<file path="src/rtl/pc_unit_if.sv">
// Bus bundle for pc_unit: redirect requests in, PC and return-stack status out.
// The exc/epc pair exists only when PC_EXC_EN is defined.
interface pc_unit_if #(
    parameter int AW = 30
);
    logic          stall;
    logic          br_taken;
    logic [AW-1:0] br_target;
    logic          jump;
    logic          call;
    logic [AW-1:0] jump_target;
    logic          ret;
    logic [AW-1:0] pc;
    logic [AW-1:0] pc_plus1;
    logic          ras_empty;
    logic          ras_full;
    logic          ras_err;
`ifdef PC_EXC_EN
    logic          exc;
    logic [AW-1:0] epc;
`endif

    modport master (
        output stall, br_taken, br_target, jump, call, jump_target, ret,
`ifdef PC_EXC_EN
        output exc,
        input  epc,
`endif
        input  pc, pc_plus1, ras_empty, ras_full, ras_err
    );

    modport slave (
        input  stall, br_taken, br_target, jump, call, jump_target, ret,
`ifdef PC_EXC_EN
        input  exc,
        output epc,
`endif
        output pc, pc_plus1, ras_empty, ras_full, ras_err
    );
endinterface

</file>
<file path="src/rtl/pc_unit.sv">
// Word-addressed program counter with stall hold and a circular return-address stack.
// Define PC_EXC_EN to add the exception redirect (exc in, epc out, EXC_VEC parameter).
module pc_unit #(
    parameter int          AW        = 30,
    parameter logic [AW-1:0] RESET_VEC = '0,
    parameter int          RAS_DEPTH = 4
`ifdef PC_EXC_EN
    ,
    parameter logic [AW-1:0] EXC_VEC   = AW'('h20)
`endif
) (
    input logic        clk,
    input logic        reset,
    pc_unit_if.slave   bus
);
    localparam int PW = $clog2(RAS_DEPTH);
    localparam int CW = PW + 1;

    logic [AW-1:0] pc_q;
    logic [AW-1:0] pc_nxt;
    logic [AW-1:0] pc_inc;
    logic [AW-1:0] ras_mem [RAS_DEPTH];
    logic [PW-1:0] wr_ptr;
    logic [PW-1:0] top_ptr;
    logic [CW-1:0] cnt_q;
    logic          err_q;
    logic          push;
    logic          pop;
    logic          err_set;

    assign pc_inc  = pc_q + AW'(1);
    assign top_ptr = wr_ptr - PW'(1);

    assign bus.pc        = pc_q;
    assign bus.pc_plus1  = pc_inc;
    assign bus.ras_empty = (cnt_q == '0);
    assign bus.ras_full  = (cnt_q == CW'(RAS_DEPTH));
    assign bus.ras_err   = err_q;

    // Priority chain: stall freezes everything, then ret > call > jump > branch.
    always_comb begin
        pc_nxt  = pc_q;
        push    = 1'b0;
        pop     = 1'b0;
        err_set = 1'b0;
        if (!bus.stall) begin
            if (bus.ret) begin
                if (cnt_q != '0) begin
                    pc_nxt = ras_mem[top_ptr];
                    pop    = 1'b1;
                end else begin
                    pc_nxt  = pc_inc;
                    err_set = 1'b1;
                end
            end else if (bus.call) begin
                pc_nxt = bus.jump_target;
                push   = 1'b1;
            end else if (bus.jump) begin
                pc_nxt = bus.jump_target;
            end else if (bus.br_taken) begin
                pc_nxt = bus.br_target;
            end else begin
                pc_nxt = pc_inc;
            end
        end
`ifdef PC_EXC_EN
        if (bus.exc) begin
            pc_nxt  = EXC_VEC;
            push    = 1'b0;
            pop     = 1'b0;
            err_set = 1'b0;
        end
`endif
    end

    always_ff @(posedge clk) begin
        if (!reset) begin
            pc_q   <= RESET_VEC;
            wr_ptr <= '0;
            cnt_q  <= '0;
            err_q  <= 1'b0;
        end else begin
            pc_q <= pc_nxt;
            if (push) begin
                // A push into a full stack overwrites the oldest slot; count saturates.
                wr_ptr <= wr_ptr + PW'(1);
                if (cnt_q != CW'(RAS_DEPTH)) cnt_q <= cnt_q + CW'(1);
            end else if (pop) begin
                wr_ptr <= top_ptr;
                cnt_q  <= cnt_q - CW'(1);
            end
            if (err_set) err_q <= 1'b1;
        end
    end

    // NOTE: stack storage has no reset; cnt_q alone decides which entries are valid.
    always_ff @(posedge clk) begin
        if (reset && push) ras_mem[wr_ptr] <= pc_inc;
    end

`ifdef PC_EXC_EN
    logic [AW-1:0] epc_q;
    assign bus.epc = epc_q;

    always_ff @(posedge clk) begin
        if (!reset)       epc_q <= '0;
        else if (bus.exc) epc_q <= pc_q;
    end
`endif
endmodule

</file>
<file path="src/flat_wrapper.sv">
// flat-port wrapper written by rule: the top's interface ports become plain ports
module pc_unit_flat 
#(
    parameter int          AW        = 30,
    parameter logic [AW-1:0] RESET_VEC = '0,
    parameter int          RAS_DEPTH = 4

)
  (clk, reset, bus_stall, bus_br_taken, bus_br_target, bus_jump, bus_call, bus_jump_target, bus_ret, bus_pc, bus_pc_plus1, bus_ras_empty, bus_ras_full, bus_ras_err);
  pc_unit_if #(.AW(AW)) bus_i ();
  input logic clk;
  input logic reset;
  input wire logic [$bits(bus_i.stall)-1:0] bus_stall;
  input wire logic [$bits(bus_i.br_taken)-1:0] bus_br_taken;
  input wire logic [$bits(bus_i.br_target)-1:0] bus_br_target;
  input wire logic [$bits(bus_i.jump)-1:0] bus_jump;
  input wire logic [$bits(bus_i.call)-1:0] bus_call;
  input wire logic [$bits(bus_i.jump_target)-1:0] bus_jump_target;
  input wire logic [$bits(bus_i.ret)-1:0] bus_ret;
  output wire logic [$bits(bus_i.pc)-1:0] bus_pc;
  output wire logic [$bits(bus_i.pc_plus1)-1:0] bus_pc_plus1;
  output wire logic [$bits(bus_i.ras_empty)-1:0] bus_ras_empty;
  output wire logic [$bits(bus_i.ras_full)-1:0] bus_ras_full;
  output wire logic [$bits(bus_i.ras_err)-1:0] bus_ras_err;
  assign bus_i.stall = bus_stall;
  assign bus_i.br_taken = bus_br_taken;
  assign bus_i.br_target = bus_br_target;
  assign bus_i.jump = bus_jump;
  assign bus_i.call = bus_call;
  assign bus_i.jump_target = bus_jump_target;
  assign bus_i.ret = bus_ret;
  assign bus_pc = bus_i.pc;
  assign bus_pc_plus1 = bus_i.pc_plus1;
  assign bus_ras_empty = bus_i.ras_empty;
  assign bus_ras_full = bus_i.ras_full;
  assign bus_ras_err = bus_i.ras_err;
  pc_unit #(.AW(AW), .RESET_VEC(RESET_VEC), .RAS_DEPTH(RAS_DEPTH)) u_core (.clk(clk), .reset(reset), .bus(bus_i));
endmodule
</file>
<file path="config.mk">
export PLATFORM = sky130hd
export DESIGN_NAME = pc_unit_flat
export DESIGN_NICKNAME = d
export VERILOG_FILES = /design/src/rtl/pc_unit_if.sv /design/src/rtl/pc_unit.sv /design/src/flat_wrapper.sv
export SDC_FILE = /design/constraint.sdc
export NUM_CORES = 1
export LEC_CHECK = 0
export CORE_MARGIN = 1.5
export CORE_UTILIZATION = 56
export CTS_BUF_LIST = sky130_fd_sc_hd__clkbuf_4 sky130_fd_sc_hd__clkbuf_8
export DETAILED_ROUTE_END_ITERATION = 7
export HOLD_SLACK_MARGIN = 0.02
export PLACE_DENSITY_LB_ADDON = 0.1
export SETUP_SLACK_MARGIN = 0.2
export SYNTH_ARGS = -nofsm -noshare
export SYNTH_HDL_FRONTEND = slang
export SYNTH_SLANG_ARGS = --single-unit
export TNS_END_PERCENT = 50
</file>
<file path="constraint.sdc">
create_clock -name clk -period 4.15 [get_ports clk]
set_clock_uncertainty 0.15 [all_clocks]
set_input_delay 1.245 -clock clk [delete_from_list [all_inputs] [get_ports clk]]
set_output_delay 1.245 -clock clk [all_outputs]
set_load 0.005 [all_outputs]
</file>
==> results of run 1 <==
## through the flow
step | util, % | hold WS [ps] | cells | power, mW | setup WS (ps)
floorplan | - | 310 | 672 | 2.35 | 812
global placement | 69.7 | 340 | 985 | 2.77 | 276
detailed placement | 69.7 | 363 | 985 | 2.79 | 194
CTS | 75.0 | 383 | 1034 | 3.99 | 155
global route | 75.7 | 406 | 1040 | 4.13 | 85.0
finish | 75.7 | 397 | 1040 | 4.02 | 154
## synthesized netlist by cell type, types with 14 or more instances
master | instances | area, um^2
edfxtp_1 | 120 | 3600
nand2_1 | 60 | 225
a21oi_1 | 41 | 205
dfxtp_1 | 36 | 721
nand3_1 | 33 | 165
mux4_2 | 30 | 676
clkbuf_1 | 29 | 109
nor2_1 | 28 | 105
o21ai_0 | 25 | 125
xnor2_1 | 17 | 149
buf_2 | 14 | 70.1
inv_1 | 14 | 52.6
## per-layer routing
layer	vias to the layer above	GRT usage [%]	wire (um)
li1	2965	-	-
met1	3331	46.4	9970
met2	458	58.5	12800
met3	87	7.25	2510
met4	0	14.8	878
met5	-	0	0
## cell families after synthesis
kind of cell               count (synthesis)
buffers and inverters                     68
and+or+nand+nor                          218
xor gates and xnor gates                  23
adders and majority gates                  6
DFF                                      156
muxes                                     36
AOI/OAI and AO/OA                        165
## layout make-up
class	instances	area, um^2	area share [%]
flip-flops and latches	156	4360	41.4
clock buffers	18	241	2.30
inverters	16	60.1	0.571
multi-input cells	450	3590	34.2
well taps	180	225	2.14
repair buffers	206	1870	17.7
clock inverters	14	170	1.62
## power groups by stage
stage          Sequential (mW)  Combinational, mW  Clock, mW
5_1_grt                   1.85               1.02       1.26
6_report                  1.84              0.973       1.20
3_3_place_gp              1.86              0.908          0
4_1_cts                   1.83              0.955       1.21
3_5_place_dp              1.86              0.926          0
2_1_floorplan             1.84              0.513          0
## repair_timing
item,4_1_cts,5_1_grt
endpoints found under the hold margin,0,0
resized for setup,51,14
gates cloned,1,1
buffers inserted,16,5
setup endpoints to repair,22,19
pin swaps,11,3
## state kept, by name, indices dropped and copies added, names as in the netlist
signal	cells
u_core.ras_mem	120
u_core.wr_ptr	2
u_core.bus.ras_err	1
u_core.bus.pc	30
u_core.cnt_q	3
## worst paths after layout
path                       end
max           bus_pc_plus1[21]
min          u_core.bus.pc[21]
min reg2reg  u_core.bus.pc[21]
max reg2reg  u_core.bus.pc[23]
## critical path, delay by kind of cell, from the launching register on
| kind | cells | cell delay, ps |
|---|---|---|
| AOI/OAI and AO/OA | 1 | 350 |
| buffers and inverters | 1 | 470 |
| DFF | 1 | 410 |
| and+or+nand+nor | 3 | 900 |
==> metrics.md, run 1 <==
| Metric | Value |
|---|---|
| Post-place instance area | 9680 um^2 |
| Fin crit share | 96.3% |
| Final setup TNS | 0 ps |
| Total GRT Usage | around 36% |
| Fill cells | 935 |
| Port bufs | about 130 |
| PD cells | around 380 nW/um^2 |
| Crit Path Class | reg -> out |
| Largest net degree at the start of global routing | 34 |
| Grt ovf | 0 |
| Post-DP HPWL | 18000 um |
| Die span in x | approximately 120 um |
| Gate power share | about a quarter |
| Status | completed |
| Pint | 2.79 mW |
| Cell variety after synth | between 70 and 80 |
| Seq pwr share | 45.8% |
| CTS H-tree lvls | 4 |
| Dominant synthesized flop cell | edfxtp_1 |
| DRC viols | 0 |
| DR vias | 6841 |
| Setup violators final | 0 |
| IO Pins | 130 |
| Number of global-route vias before repair | 6757 |
| Endpoint type of the worst setup path | output port |
| Number of cell rows | 43 |
| Initial Utilization | between 50% and 60% |
| Adder-cell share of the synthesized area | 1.04% |
| Reg2reg path depth | 8 |
| Compound-Gate Fraction of Synth Area | 13.8% |
| Synth Cell Area | 7970 um^2 |
| RSZ-0062 raised after global routing | true |
| Max Freq | 0.250 GHz |
| Max stage delay on crit path | 470 ps |
| Main combinational cell family by area after synthesis | simple AND/OR/NAND/NOR gates |
| Most common cell after layout, fill and taps aside | clkdlybuf4s50_1 |
| Worst R2R Start | u_core.wr_ptr[0] |
| Antenna cells | 0 |
| Root buf cell | clkbuf_8 |
| First-pass DRT Iterations | 6 |
| Core Box Area | 13900 um^2 |
| Area Growth Syn to Fin | 31.9% |
| Clock Path Buffers | 2 |
| Worst slew pin tran | 604 ps |
| Worst EP required | 2750 ps |
| Crit-path cells | and4_2 -> nand2_1 -> o31a_1 -> or2_2 -> clkdlybuf4s50_1 |
| Hold_sp | u_core.bus.pc[21] |
| Syn Inst Count | 672 |
| Nets@finish | 920 |
| Syn_area_per_cell | 11.9 um^2 |
| Initial antenna violation count | 0 |
| Worst Path Max Fanout | 5 |
| Clock network fraction of total power | 30.0% |
| XOR/XNOR share of the synthesized area | 2.53% |
| Final Hold Vio Count | 0 |
| Sequential fraction of the synthesis area | a little over half |
| WL per Instance | 25.2 um |
| Fin. max-slew vios | 0 |
| Net switching power | 1.22 mW |
| TritonCTS Sinks | 156 |
| Critical path startpoint | u_core.bus.pc[14] |
| Total of max-cap violations | 0 |
| Post-Synth Simple-Gate Area | 15.4% |
| Die H | 122 um |
| Finished Cell Area | 10500 um^2 |
| Minimum clock period | 4000 ps |
| WL final | 26200 um |
| WP data arrival | 2600 ps |
| Layout cell share with drive strength beyond 1 | 25.1% |
| Relative slew slack | 59.7% |
| Syn Nets | between 700 and 800 |
| Max VDD drop | 0.260 mV |
| Hold_buf cts | 0 |
| Setup slack, reg-to-reg | 1250 ps |
| Hold Path Class | reg -> reg |
| Num CTS Buffers | 17 |
| Synthesis Warnings | 0 |
| First-pass GRT wire length | 38500 um |
| Worst Setup Start Kind | flip-flop |
| Drt initial violations | 910 |
| Mux cell area share after synthesis | a little under a tenth |
| Worst-path clk slew | 90 ps |
| GPL Wtd Cong | between 0.9 and 1 |
| Final ANT Viol Nets | 0 |
| Number of synthesized flops with an enable pin | 120 |
| Via density | 6.58 |
| Asr flop ratio synth | 0% |
| #FFs+latches synth | 156 |
| Critical-path top delay cell | clkdlybuf4s50_1 |
| CTS tree | done |
| Hold Crit Depth | 2 |
| Worst skew pair latency | 480 ps |
| Sw frac | 30.4% |
| Lkg Pwr | ~3.7 nW |
| Die area | 15000 um^2 |
| Most frequent cells in the layout | 126 x clkdlybuf4s50_1, 120 x edfxtp_1, 77 x buf_4 |
(Power assumes the default switching activity.)
==> run 2: changes to the inputs <==
- PLACE_DENSITY: default -> 0.83
- PLACE_DENSITY_LB_ADDON: 0.1 -> default
==> run 2 against run 1 <==
Compared with the run above:
- register-to-register slack gained 70 ps
- clock power shrank 5%
- global-route usage decreased by 0.44 points
- largest power group unchanged
- design area is 0.46% lower
- die area is the same
- critical path depth up 2
==> metrics.md, run 2 (synthesized netlist as in run 1, its figures left out) <==
| Metric | Value |
|---|---|
| Final Non-Filler Cells | 1039 (-0.096%) |
| Initial Utilization | 57.4% (unchanged) |
| Largest register FFs | 120 (unchanged) |
| First-pass GRT wire length | 38400 um (-0.29%) |
| CP endpoint | bus_pc_plus1[13] |
| Drt initial violations | 908 (-0.22%) |
| Antenna cells | 0 (unchanged) |
| Core Box Area | 13900 um^2 (unchanged) |
| Die area | 15000 um^2 (unchanged) |
| Worst EP required | 2750 ps (about the same) |
| PD cells | 377 nW/um^2 (-1.2%) |
| Gr busiest metal | met2 |
| Worst R2R Start | u_core.wr_ptr[1] |
| Core Util, Final | 75.4% (-0.35 points) |
| WL final | 26100 um (-0.44%) |
| Lkg Pwr | 3.72 nW (about the same) |
| Setup violators final | 0 (unchanged) |
| CTS tree | done |
| Status | completed |
| First-pass DRT Iterations | 5 (-1) |
| Hold_buf cts | 0 (unchanged) |
| IO Pins | 130 (unchanged) |
| Reg2reg path depth | 8 (unchanged) |
| Most common cell after layout, fill and taps aside | clkdlybuf4s50_1 |
| DR vias | 7014 (+2.5%) |
| TritonCTS Sinks | 156 (unchanged) |
| Total GRT Usage | 35.2% (-0.44 points) |
| Max VDD drop | 0.290 mV (+12%) |
| Port bufs | 129 (unchanged) |
| CTS H-tree lvls | 4 (unchanged) |
| Reg2reg end | u_core.bus.pc[23] |
| DRC viols | 0 (unchanged) |
| Root buf cell | clkbuf_8 |
| WP data arrival | 2660 ps (+60 ps) |
| Reg with most FFs | u_core.ras_mem |
| Via density | 6.75 (+2.6%) |
| Initial antenna violation count | 0 (unchanged) |
| Setup slack, reg-to-reg | 1320 ps (+70 ps) |
| Layout cell share with drive strength beyond 1 | 24.2% (-0.90 points) |
| Critical path startpoint | u_core.bus.pc[0] |
| Minimum clock period | 4050 ps (+54.5 ps) |
| Worst-path clk slew | 100 ps (about the same) |
| RSZ-0062 raised after global routing | true |
| Met2 global-route usage | 57.5% (-1.0 points) |
| Tot Pwr | 3.95 mW (-1.6%) |
| Met3 Use GR | 8.50% (+1.3 points) |
| Die span in x | 122 um (unchanged) |
| Number of global-route vias before repair | 6858 (+1.5%) |
| WL per Instance | 25.1 um (-0.35%) |
| Total of max-cap violations | 0 (unchanged) |
| Post-DP HPWL | 17800 um (-1.0%) |
| Endpoint type of the worst setup path | output port |
| Most frequent cells in the layout | 124 x clkdlybuf4s50_1, 120 x edfxtp_1, 73 x buf_4 |
| Worst skew pair latency | 480 ps (about the same) |
| Number of cell rows | 43 (unchanged) |
| Fin crit share | 97.6% (+1.3 points) |
| Grt ovf | 0 (unchanged) |
| Num CTS Buffers | 17 (unchanged) |
| Final ANT Viol Nets | 0 (unchanged) |
| Hold Crit Depth | 2 (unchanged) |
| Final Hold Vio Count | 0 (unchanged) |
| Crit Path Class | reg -> out |
| Max Freq | 0.247 GHz (-1.3%) |
| Die H | 122 um (unchanged) |
| Largest net degree at the start of global routing | 34 (unchanged) |
| M1 GR Usage | 44.6% (-1.8 points) |
| Hold Path Class | reg -> reg |
| Fin. max-slew vios | 0 (unchanged) |
| GPL Wtd Cong | 0.951 (-3.9%) |
| Worst Path Max Fanout | 8 (+3) |
| Worst slew pin tran | 705 ps (+102 ps) |
| Clock Path Buffers | 2 (unchanged) |
| Nets@finish | 919 (-0.11%) |
| Area Growth Syn to Fin | 31.3% |
| Worst Setup Start Kind | flip-flop |
| Placed Cells | 984 (-0.10%) |
| Relative slew slack | 53.0% (-6.8 points) |
run 2: cell count changes in the layout (fill, tap and decap cells not counted), moves of 3 or more:
| cell | before | now |
|---|---|---|
| clkinv_8 | 0 | 4 |
| dlymetal6s2s_1 | 0 | 3 |
| dfxtp_1 | 15 | 18 |
| buf_4 | 77 | 73 |
run 2: layer usage:
metal	part of all wire, %	up-vias
met1	38	3466
met3	10	75
met2	49	515
li1	-	2958
met4	3.5	0
met5	0	-
run 2: stage by stage:
stage | hold WS (ps) | setup WS (ps) | area [um^2] | TNS [ps]
after floorplan | 310 | 812 | 7970 | 0
after global placement | 364 | 273 | 9690 | 0
after detailed placement | 385 | 179 | 9690 | 0
after CTS | 384 | 127 | 10300 | 0
after global routing | 427 | -0.394 | 10500 | -0.394
final | 412 | 99.3 | 10500 | 0
run 2: worst min-delay path by stage:
stage / from / end
2_1_floorplan: u_core.bus.ras_err / u_core.bus.ras_err
3_3_place_gp: u_core.bus.ras_err / u_core.bus.ras_err
3_5_place_dp: u_core.bus.ras_err / u_core.bus.ras_err
4_1_cts: u_core.bus.pc[19] / u_core.bus.pc[19]
5_1_grt: u_core.bus.pc[1] / u_core.bus.pc[1]
6_report: u_core.bus.ras_err / u_core.bus.ras_err
run 2: report_power, final:
| part | switching, mW | leakage (nW) | total (mW) | internal (mW) |
|---|---|---|---|---|
| Sequential | 0.0677 | 1.41 | 1.82 | 1.76 |
| Clock | 0.682 | 0.201 | 1.14 | 0.458 |
| Combinational | 0.516 | 2.11 | 0.987 | 0.471 |
| Total | 1.26 | 3.72 | 3.95 | 2.69 |
run 2: critical path, cell delays in order (launching register included):
cell	delay, ps
dfxtp_2	380
buf_6	140
nand4_1	220
buf_4	240
nor4_1	280
xor2_1	240
buf_4	180
clkdlybuf4s50_1	510
run 2: what timing repair did:
action	4_1_cts	5_1_grt
cloned	1	1
pin swaps	9	6
resized for setup	35	22
setup buffers	7	14
setup endpoints to repair	21	19
run 2: final cells by class:
type                    instances  area (um^2)
flip-flops and latches        156         4350
clock inverters                15          170
repair buffers                205         1890
well taps                     180          225
inverters                      16         60.1
fillers                       915         3420
clock buffers                  17          234
multi-input cells             450         3540
==> run 3: changes to the inputs <==
- HOLD_SLACK_MARGIN: 0.02 -> default
- SLEW_MARGIN: default -> 10
==> results of run 3 <==
The final DEF is identical to that of run 2; final timing and power are the same.
